### src/rtl/dutycycle_ctrl_if.sv
// Handshake/bus bundle between dutycycle_ctrl and its command, sample and result sides.
interface dutycycle_ctrl_if #(
    parameter int unsigned CNT_W   = 32,
    parameter int unsigned NP_LOG2 = 3
);
    localparam int unsigned SUM_W = CNT_W + NP_LOG2;

    logic             start;
    logic             abort;
    logic             sample_stb;
    logic [CNT_W-1:0] pos_cnt;
    logic [CNT_W-1:0] neg_cnt;
    logic             meas_en;
    logic             busy;
    logic             res_valid;
    logic             res_ready;
    logic [SUM_W-1:0] pos_res;
    logic [SUM_W-1:0] neg_res;
    logic             timeout;

    modport master (
        output start, abort, sample_stb, pos_cnt, neg_cnt, res_ready,
        input  meas_en, busy, res_valid, pos_res, neg_res, timeout
    );

    modport slave (
        input  start, abort, sample_stb, pos_cnt, neg_cnt, res_ready,
        output meas_en, busy, res_valid, pos_res, neg_res, timeout
    );
endinterface

### src/rtl/dutycycle_ctrl.sv
// Duty-cycle measurement sequencer: discard partial period, sum 2^NP_LOG2 periods, hand off result.
// Optional DUTYCYCLE_CTRL_AVG_EN: present pos/neg results as averages (sum >> NP_LOG2).
module dutycycle_ctrl #(
    parameter int unsigned CNT_W       = 32,
    parameter int unsigned NP_LOG2     = 3,
    parameter int unsigned TO_W        = 32,
    parameter int unsigned TIMEOUT_CYC = 50_000_000
) (
    input logic               clk,
    input logic               rst,
    dutycycle_ctrl_if.slave   bus
);
    localparam int unsigned SUM_W = CNT_W + NP_LOG2;
    localparam int unsigned PC_W  = NP_LOG2 + 1;
    localparam logic [PC_W-1:0] N_PER   = PC_W'(1) << NP_LOG2;
    localparam logic [TO_W-1:0] TO_LAST = TO_W'(TIMEOUT_CYC - 1);

    typedef enum logic [1:0] {
        ST_IDLE = 2'd0,
        ST_ARM  = 2'd1,
        ST_ACC  = 2'd2,
        ST_DONE = 2'd3
    } state_t;

    state_t            state, state_nxt;
    logic [SUM_W-1:0]  pos_sum, pos_sum_nxt;
    logic [SUM_W-1:0]  neg_sum, neg_sum_nxt;
    logic [PC_W-1:0]   per_cnt, per_cnt_nxt;
    logic [TO_W-1:0]   to_cnt, to_cnt_nxt;
    logic              timeout_q, timeout_nxt;
    logic              to_expire;
    logic              load_res;
    logic [SUM_W-1:0]  pos_res_q, pos_res_nxt;
    logic [SUM_W-1:0]  neg_res_q, neg_res_nxt;
    logic              meas_en_q, busy_q, res_valid_q;

    // Next-state, accumulation and counter logic; abort overrides everything at the end.
    always_comb begin
        state_nxt   = state;
        pos_sum_nxt = pos_sum;
        neg_sum_nxt = neg_sum;
        per_cnt_nxt = per_cnt;
        to_cnt_nxt  = to_cnt;
        timeout_nxt = timeout_q;
        load_res    = 1'b0;
        to_expire   = (to_cnt == TO_LAST) && !bus.sample_stb;

        unique case (state)
            ST_IDLE: begin
                if (bus.start) begin
                    state_nxt   = ST_ARM;
                    pos_sum_nxt = '0;
                    neg_sum_nxt = '0;
                    per_cnt_nxt = '0;
                    to_cnt_nxt  = '0;
                    timeout_nxt = 1'b0;
                end
            end
            ST_ARM: begin
                if (bus.sample_stb) begin
                    state_nxt  = ST_ACC;
                    to_cnt_nxt = '0;
                end else if (to_expire) begin
                    state_nxt   = ST_IDLE;
                    timeout_nxt = 1'b1;
                end else begin
                    to_cnt_nxt = to_cnt + TO_W'(1);
                end
            end
            ST_ACC: begin
                if (bus.sample_stb) begin
                    pos_sum_nxt = pos_sum + SUM_W'(bus.pos_cnt);
                    neg_sum_nxt = neg_sum + SUM_W'(bus.neg_cnt);
                    per_cnt_nxt = per_cnt + PC_W'(1);
                    to_cnt_nxt  = '0;
                    if (per_cnt_nxt == N_PER) begin
                        state_nxt = ST_DONE;
                        load_res  = 1'b1;
                    end
                end else if (to_expire) begin
                    state_nxt   = ST_IDLE;
                    timeout_nxt = 1'b1;
                    pos_sum_nxt = '0;
                    neg_sum_nxt = '0;
                end else begin
                    to_cnt_nxt = to_cnt + TO_W'(1);
                end
            end
            ST_DONE: begin
                if (bus.res_ready) begin
                    state_nxt = ST_IDLE;
                end
            end
            default: begin
                state_nxt = ST_IDLE;
            end
        endcase

        if (bus.abort) begin
            state_nxt   = ST_IDLE;
            load_res    = 1'b0;
            timeout_nxt = timeout_q;
        end
    end

    // Result path: optional averaging shift ahead of the output register.
    always_comb begin
        pos_res_nxt = pos_res_q;
        neg_res_nxt = neg_res_q;
        if (load_res) begin
`ifdef DUTYCYCLE_CTRL_AVG_EN
            pos_res_nxt = pos_sum_nxt >> NP_LOG2;
            neg_res_nxt = neg_sum_nxt >> NP_LOG2;
`else
            pos_res_nxt = pos_sum_nxt;
            neg_res_nxt = neg_sum_nxt;
`endif
        end
    end

    always_ff @(posedge clk) begin
        if (rst) begin
            state       <= ST_IDLE;
            pos_sum     <= '0;
            neg_sum     <= '0;
            per_cnt     <= '0;
            to_cnt      <= '0;
            timeout_q   <= 1'b0;
            pos_res_q   <= '0;
            neg_res_q   <= '0;
            meas_en_q   <= 1'b0;
            busy_q      <= 1'b0;
            res_valid_q <= 1'b0;
        end else begin
            state       <= state_nxt;
            pos_sum     <= pos_sum_nxt;
            neg_sum     <= neg_sum_nxt;
            per_cnt     <= per_cnt_nxt;
            to_cnt      <= to_cnt_nxt;
            timeout_q   <= timeout_nxt;
            pos_res_q   <= pos_res_nxt;
            neg_res_q   <= neg_res_nxt;
            meas_en_q   <= (state_nxt == ST_ARM) || (state_nxt == ST_ACC);
            busy_q      <= (state_nxt != ST_IDLE);
            res_valid_q <= (state_nxt == ST_DONE);
        end
    end

    assign bus.meas_en   = meas_en_q;
    assign bus.busy      = busy_q;
    assign bus.res_valid = res_valid_q;
    assign bus.timeout   = timeout_q;
    assign bus.pos_res   = pos_res_q;
    assign bus.neg_res   = neg_res_q;
endmodule

### src/flat_wrapper.sv
// flat-port wrapper written by rule: the top's interface ports become plain ports
module dutycycle_ctrl_flat 
#(
    parameter int unsigned CNT_W       = 32,
    parameter int unsigned NP_LOG2     = 3,
    parameter int unsigned TO_W        = 32,
    parameter int unsigned TIMEOUT_CYC = 50_000_000
)
  (clk, rst, bus_start, bus_abort, bus_sample_stb, bus_pos_cnt, bus_neg_cnt, bus_res_ready, bus_meas_en, bus_busy, bus_res_valid, bus_pos_res, bus_neg_res, bus_timeout);
  dutycycle_ctrl_if #(.CNT_W(CNT_W), .NP_LOG2(NP_LOG2)) bus_i ();
  input logic clk;
  input logic rst;
  input wire logic [$bits(bus_i.start)-1:0] bus_start;
  input wire logic [$bits(bus_i.abort)-1:0] bus_abort;
  input wire logic [$bits(bus_i.sample_stb)-1:0] bus_sample_stb;
  input wire logic [$bits(bus_i.pos_cnt)-1:0] bus_pos_cnt;
  input wire logic [$bits(bus_i.neg_cnt)-1:0] bus_neg_cnt;
  input wire logic [$bits(bus_i.res_ready)-1:0] bus_res_ready;
  output wire logic [$bits(bus_i.meas_en)-1:0] bus_meas_en;
  output wire logic [$bits(bus_i.busy)-1:0] bus_busy;
  output wire logic [$bits(bus_i.res_valid)-1:0] bus_res_valid;
  output wire logic [$bits(bus_i.pos_res)-1:0] bus_pos_res;
  output wire logic [$bits(bus_i.neg_res)-1:0] bus_neg_res;
  output wire logic [$bits(bus_i.timeout)-1:0] bus_timeout;
  assign bus_i.start = bus_start;
  assign bus_i.abort = bus_abort;
  assign bus_i.sample_stb = bus_sample_stb;
  assign bus_i.pos_cnt = bus_pos_cnt;
  assign bus_i.neg_cnt = bus_neg_cnt;
  assign bus_i.res_ready = bus_res_ready;
  assign bus_meas_en = bus_i.meas_en;
  assign bus_busy = bus_i.busy;
  assign bus_res_valid = bus_i.res_valid;
  assign bus_pos_res = bus_i.pos_res;
  assign bus_neg_res = bus_i.neg_res;
  assign bus_timeout = bus_i.timeout;
  dutycycle_ctrl #(.CNT_W(CNT_W), .NP_LOG2(NP_LOG2), .TO_W(TO_W), .TIMEOUT_CYC(TIMEOUT_CYC)) u_core (.clk(clk), .rst(rst), .bus(bus_i));
endmodule
### config.mk
export PLATFORM = sky130hd
export DESIGN_NAME = dutycycle_ctrl_flat
export DESIGN_NICKNAME = d
export VERILOG_FILES = /design/src/rtl/dutycycle_ctrl_if.sv /design/src/rtl/dutycycle_ctrl.sv /design/src/flat_wrapper.sv
export SDC_FILE = /design/constraint.sdc
export NUM_CORES = 1
export LEC_CHECK = 0
export ABC_CLOCK_PERIOD_IN_PS = 6750
export BUFFER_PORTS_ARGS = -buffer_cell sky130_fd_sc_hd__buf_2
export CORE_MARGIN = 2
export CORE_UTILIZATION = 44
export DETAILED_ROUTE_END_ITERATION = 7
export HOLD_SLACK_MARGIN = 0.15
export SLEW_MARGIN = 20
export SYNTH_ARGS = -nofsm -noshare
export SYNTH_HDL_FRONTEND = slang
export SYNTH_SLANG_ARGS = --single-unit
### constraint.sdc
create_clock -name clk -period 6.75 [get_ports clk]
set_input_delay 0.3375 -clock clk [delete_from_list [all_inputs] [get_ports clk]]
set_output_delay 0.3375 -clock clk [all_outputs]
set_load 0.1 [all_outputs]
==> results.cfg <==
[setup_path]
required_ns = 7.08
crit_arrival_ns = 3.92
worstSetupStartpoint = u_core.state[0]
cp_cell_sequence = inv_1 > ha_1 > inv_1 > nor2_4 > nand4_1 > nor2_4 > buf_4 > nor2_1 > a311oi_1
reg2reg_from = u_core.state[0]
endpoint = u_core.bus.pos_res[33]
critPathMaxStageDelay_ns = 0.89
reg2reg_depth = 9
ff2ff_setup_slack_ns = 3.15
r2r_end = u_core.bus.pos_res[33]
worstPathMaxFanout = 62
slowest_stage = nor2_4
startpoint_type = flop
end_kind = flop
critPathKind = reg -> reg

[sta]
tns_ns = 0
relSlewSlack_pct = 25.7
setup_viol = 0
finalCriticalPeriod_ns = 3.60
tightest_slew_ns = 1.11
finalClockSkew_ns = 0.0138
maxSlewViolCount = 0
rsz0062_at_grt = false
timing.final.crit_share_pct = 53.3
hold_viol = 0
maxClockFrequency_mhz = 278
whs_ns = 0.315

[cts]
cts_max_level = 4
cts_made_buffers = 17
cts_root_buffer = clkbuf_16
cts_tree = yes
cts.sinks = 182
post_cts_buffers = 0
cts_max_path_buffers = 2
clk_latency_ns = 0.43
cts-resized-gates = 0
clkTransAtPathRegs_ns = 0.07
postCtsHoldBufs = 0

[min_path]
min_path_type = in -> reg

[run_status]
status = complete, no violations

[route]
drt-total-wl_um = 26700
drc = 0
routedWlPerCell_um = 15.9
drtIter0Drc = 487
post_drt_via_cell_ratio = 5.57
dr.pass1.iters = 5
vias = 9361
drtAntennaViolNets = 0

[power_and_ir_drop]
power_frac_clock_pct = 44.9
p_per_area_nw_per_um2 = 189
power.total_mw = 2.26
p_sw_mw = 0.553
p_sw_share_pct = 24.4
ir_drop_mv = 0.135
leakage_nw = 5.11
combPwrFrac_pct = 7.5
internal_power_mw = 1.71
p_seq_share_pct = 47.6

[die]
coreArea_um2 = 23300
die-area_um2 = 24900
start_util_pct = 44.6
die_w_um = 158
io_pins = 144
die_h_um = 158
core.rowCount = 56

[logic_synthesis]
synth_edf_count = 0
syn_nets = 1389
yosys.area.top_type_share_pct = 35.1
ys_ff_latch = 182
synth_area_leaders = dfxtp_1 (35%), ha_1 (8.8%), nor2_1 (6.8%)
synth_cells = 1244
ys_warn_count = 0
synth.most_common_cell = nor2_1
yosysSeqAreaShare_pct = 35.1
ys_async_sr_fraction_pct = 0
synth-main-ff-cell = dfxtp_1
syn_area_per_cell_um2 = 8.36
synth_common_cells = nor2_1 (189), dfxtp_1 (182), nand2_1 (102)
synth_largest_area_cell = dfxtp_1
yosys.cell_types.count = 79
synth_area_um2 = 10400

[layout]
nNetsFinal = 1496
drive_gt1_share_pct = 15.5
fin_cells = 1682
n_antenna_cell = 0
finalInstanceArea_um2 = 11900
fillers = 2285
synthToLayoutAreaGrowth_pct = 14.9

[placement]
globalplace.congestion = 0.902
dp_hpwl_um = 19000
dpl_cell_area_um2 = 11400
dp.cells = 1651
io_buffers = 143

[grt]
grt_max_degree = 97
grt_pass1_wl_um = 42900
grt_pass1_vias = 8717
antenna_found_initial = 0
grt_overflow = 0
grt_usage_pct = 21.3

[job]
maxCapViolCount = 0
==> metrics by stage <==
step                      worst slack, ns  util, %
final                                3.15     51.2
after global routing                 2.82     51.2
after CTS                            3.15     51.2
after detailed placement             3.15     48.7
after global placement               3.32     48.7
after floorplan                      3.68        -
==> how the worst min path moves through the flow <==
stage	end	from	slack (ns)	depth (start not counted)
after global placement	u_core.to_cnt[23]	u_core.to_cnt[23]	0.47	2
after floorplan	u_core.to_cnt[23]	u_core.to_cnt[23]	0.45	2
after detailed placement	u_core.to_cnt[23]	u_core.to_cnt[23]	0.48	2
final	u_core.pos_sum[0]	bus_pos_cnt[0]	0.31	4
after global routing	u_core.state[1]	bus_abort	0.34	3
after CTS	u_core.pos_sum[0]	bus_pos_cnt[0]	0.30	4
==> placed cells by master, fill, tap and decap left out, types with 4 or more instances in the layout <==
cell       instances
a21oi_1           80
nand2b_1           7
a211o_1            7
nor3_1            17
mux2i_1            5
dfxtp_1          182
clkbuf_16         17
nor2_1           187
a221oi_1           6
o31ai_1            5
nand2_1          102
o21ai_0           40
nor4_1             7
a22oi_1           48
nand4_1           13
xnor2_1           36
nand3_1           25
o22ai_1            8
inv_1             29
nor2b_1            8
xor2_1            40
o21bai_1           9
a31oi_1           11
a311oi_1          19
or3_1             12
a211oi_1          63
o21a_1             9
ha_1              73
buf_2            142
buf_4              8
a21o_1            42
o211ai_1           9
nand4b_1           4
and3_1             8
==> kinds of logic (layout without fill, tap and decap cells) <==
group	after synthesis	in the layout	share of synthesized area, %
compound gates	398	398	27.3
xor+xnor	76	76	6.40
fa+ha+maj	75	75	9.17
buf+inv	91	210	3.35
flops	182	182	35.1
mux	5	5	0.481
simple gates	417	417	18.2
==> area by class of cell <==
type / instances / area [um^2] / share of cell area [%]
Multi-Input combinational cell: 971 / 6430 / 53.9
Sequential cell: 182 / 3640 / 30.5
Timing Repair Buffer: 150 / 771 / 6.45
Clock buffer: 21 / 470 / 3.94
Tap cell: 319 / 399 / 3.34
Clock inverter: 10 / 120 / 1.01
Inverter: 29 / 109 / 0.911
==> power groups by stage <==
stage | Sequential [mW] | Clock (mW) | Combinational (mW)
after floorplan | 1.11 | 0 | 0.110
final | 1.08 | 1.02 | 0.170
after global placement | 1.10 | 0 | 0.169
after global routing | 1.08 | 1.09 | 0.188
after detailed placement | 1.10 | 0 | 0.169
after CTS | 1.08 | 1.04 | 0.170
==> sequential cells by signal, indices dropped and copies added (netlist names) <==
register / count
u_core.bus.meas_en: 1
u_core.pos_sum: 35
u_core.bus.busy: 1
u_core.state: 2
u_core.bus.neg_res: 35
u_core.per_cnt: 4
u_core.neg_sum: 35
u_core.bus.pos_res: 35
u_core.to_cnt: 32
u_core.bus.timeout: 1
u_core.bus.res_valid: 1
==> worst max-delay path, delay by kind of cell (launching register included) <==
kind	cells	cell delay, ns
flip-flops	1	0.34
AO/OA/AOI/OAI	1	0.28
AND/OR/NAND/NOR	4	1.31
adder cells (fa/ha/maj)	1	0.51
buffers and inverters	3	1.04
==> routing by layer <==
| layer | GRT usage, % | wire length (um) | vias up |
|---|---|---|---|
| li1 | - | - | 4787 |
| met1 | 29.1 | 13000 | 4377 |
| met2 | 33.8 | 12000 | 176 |
| met3 | 5.56 | 1280 | 21 |
| met4 | 4.63 | 337 | 0 |
| met5 | 0 | 0 | - |
No activity file was read; power rests on OpenSTA's default activity.
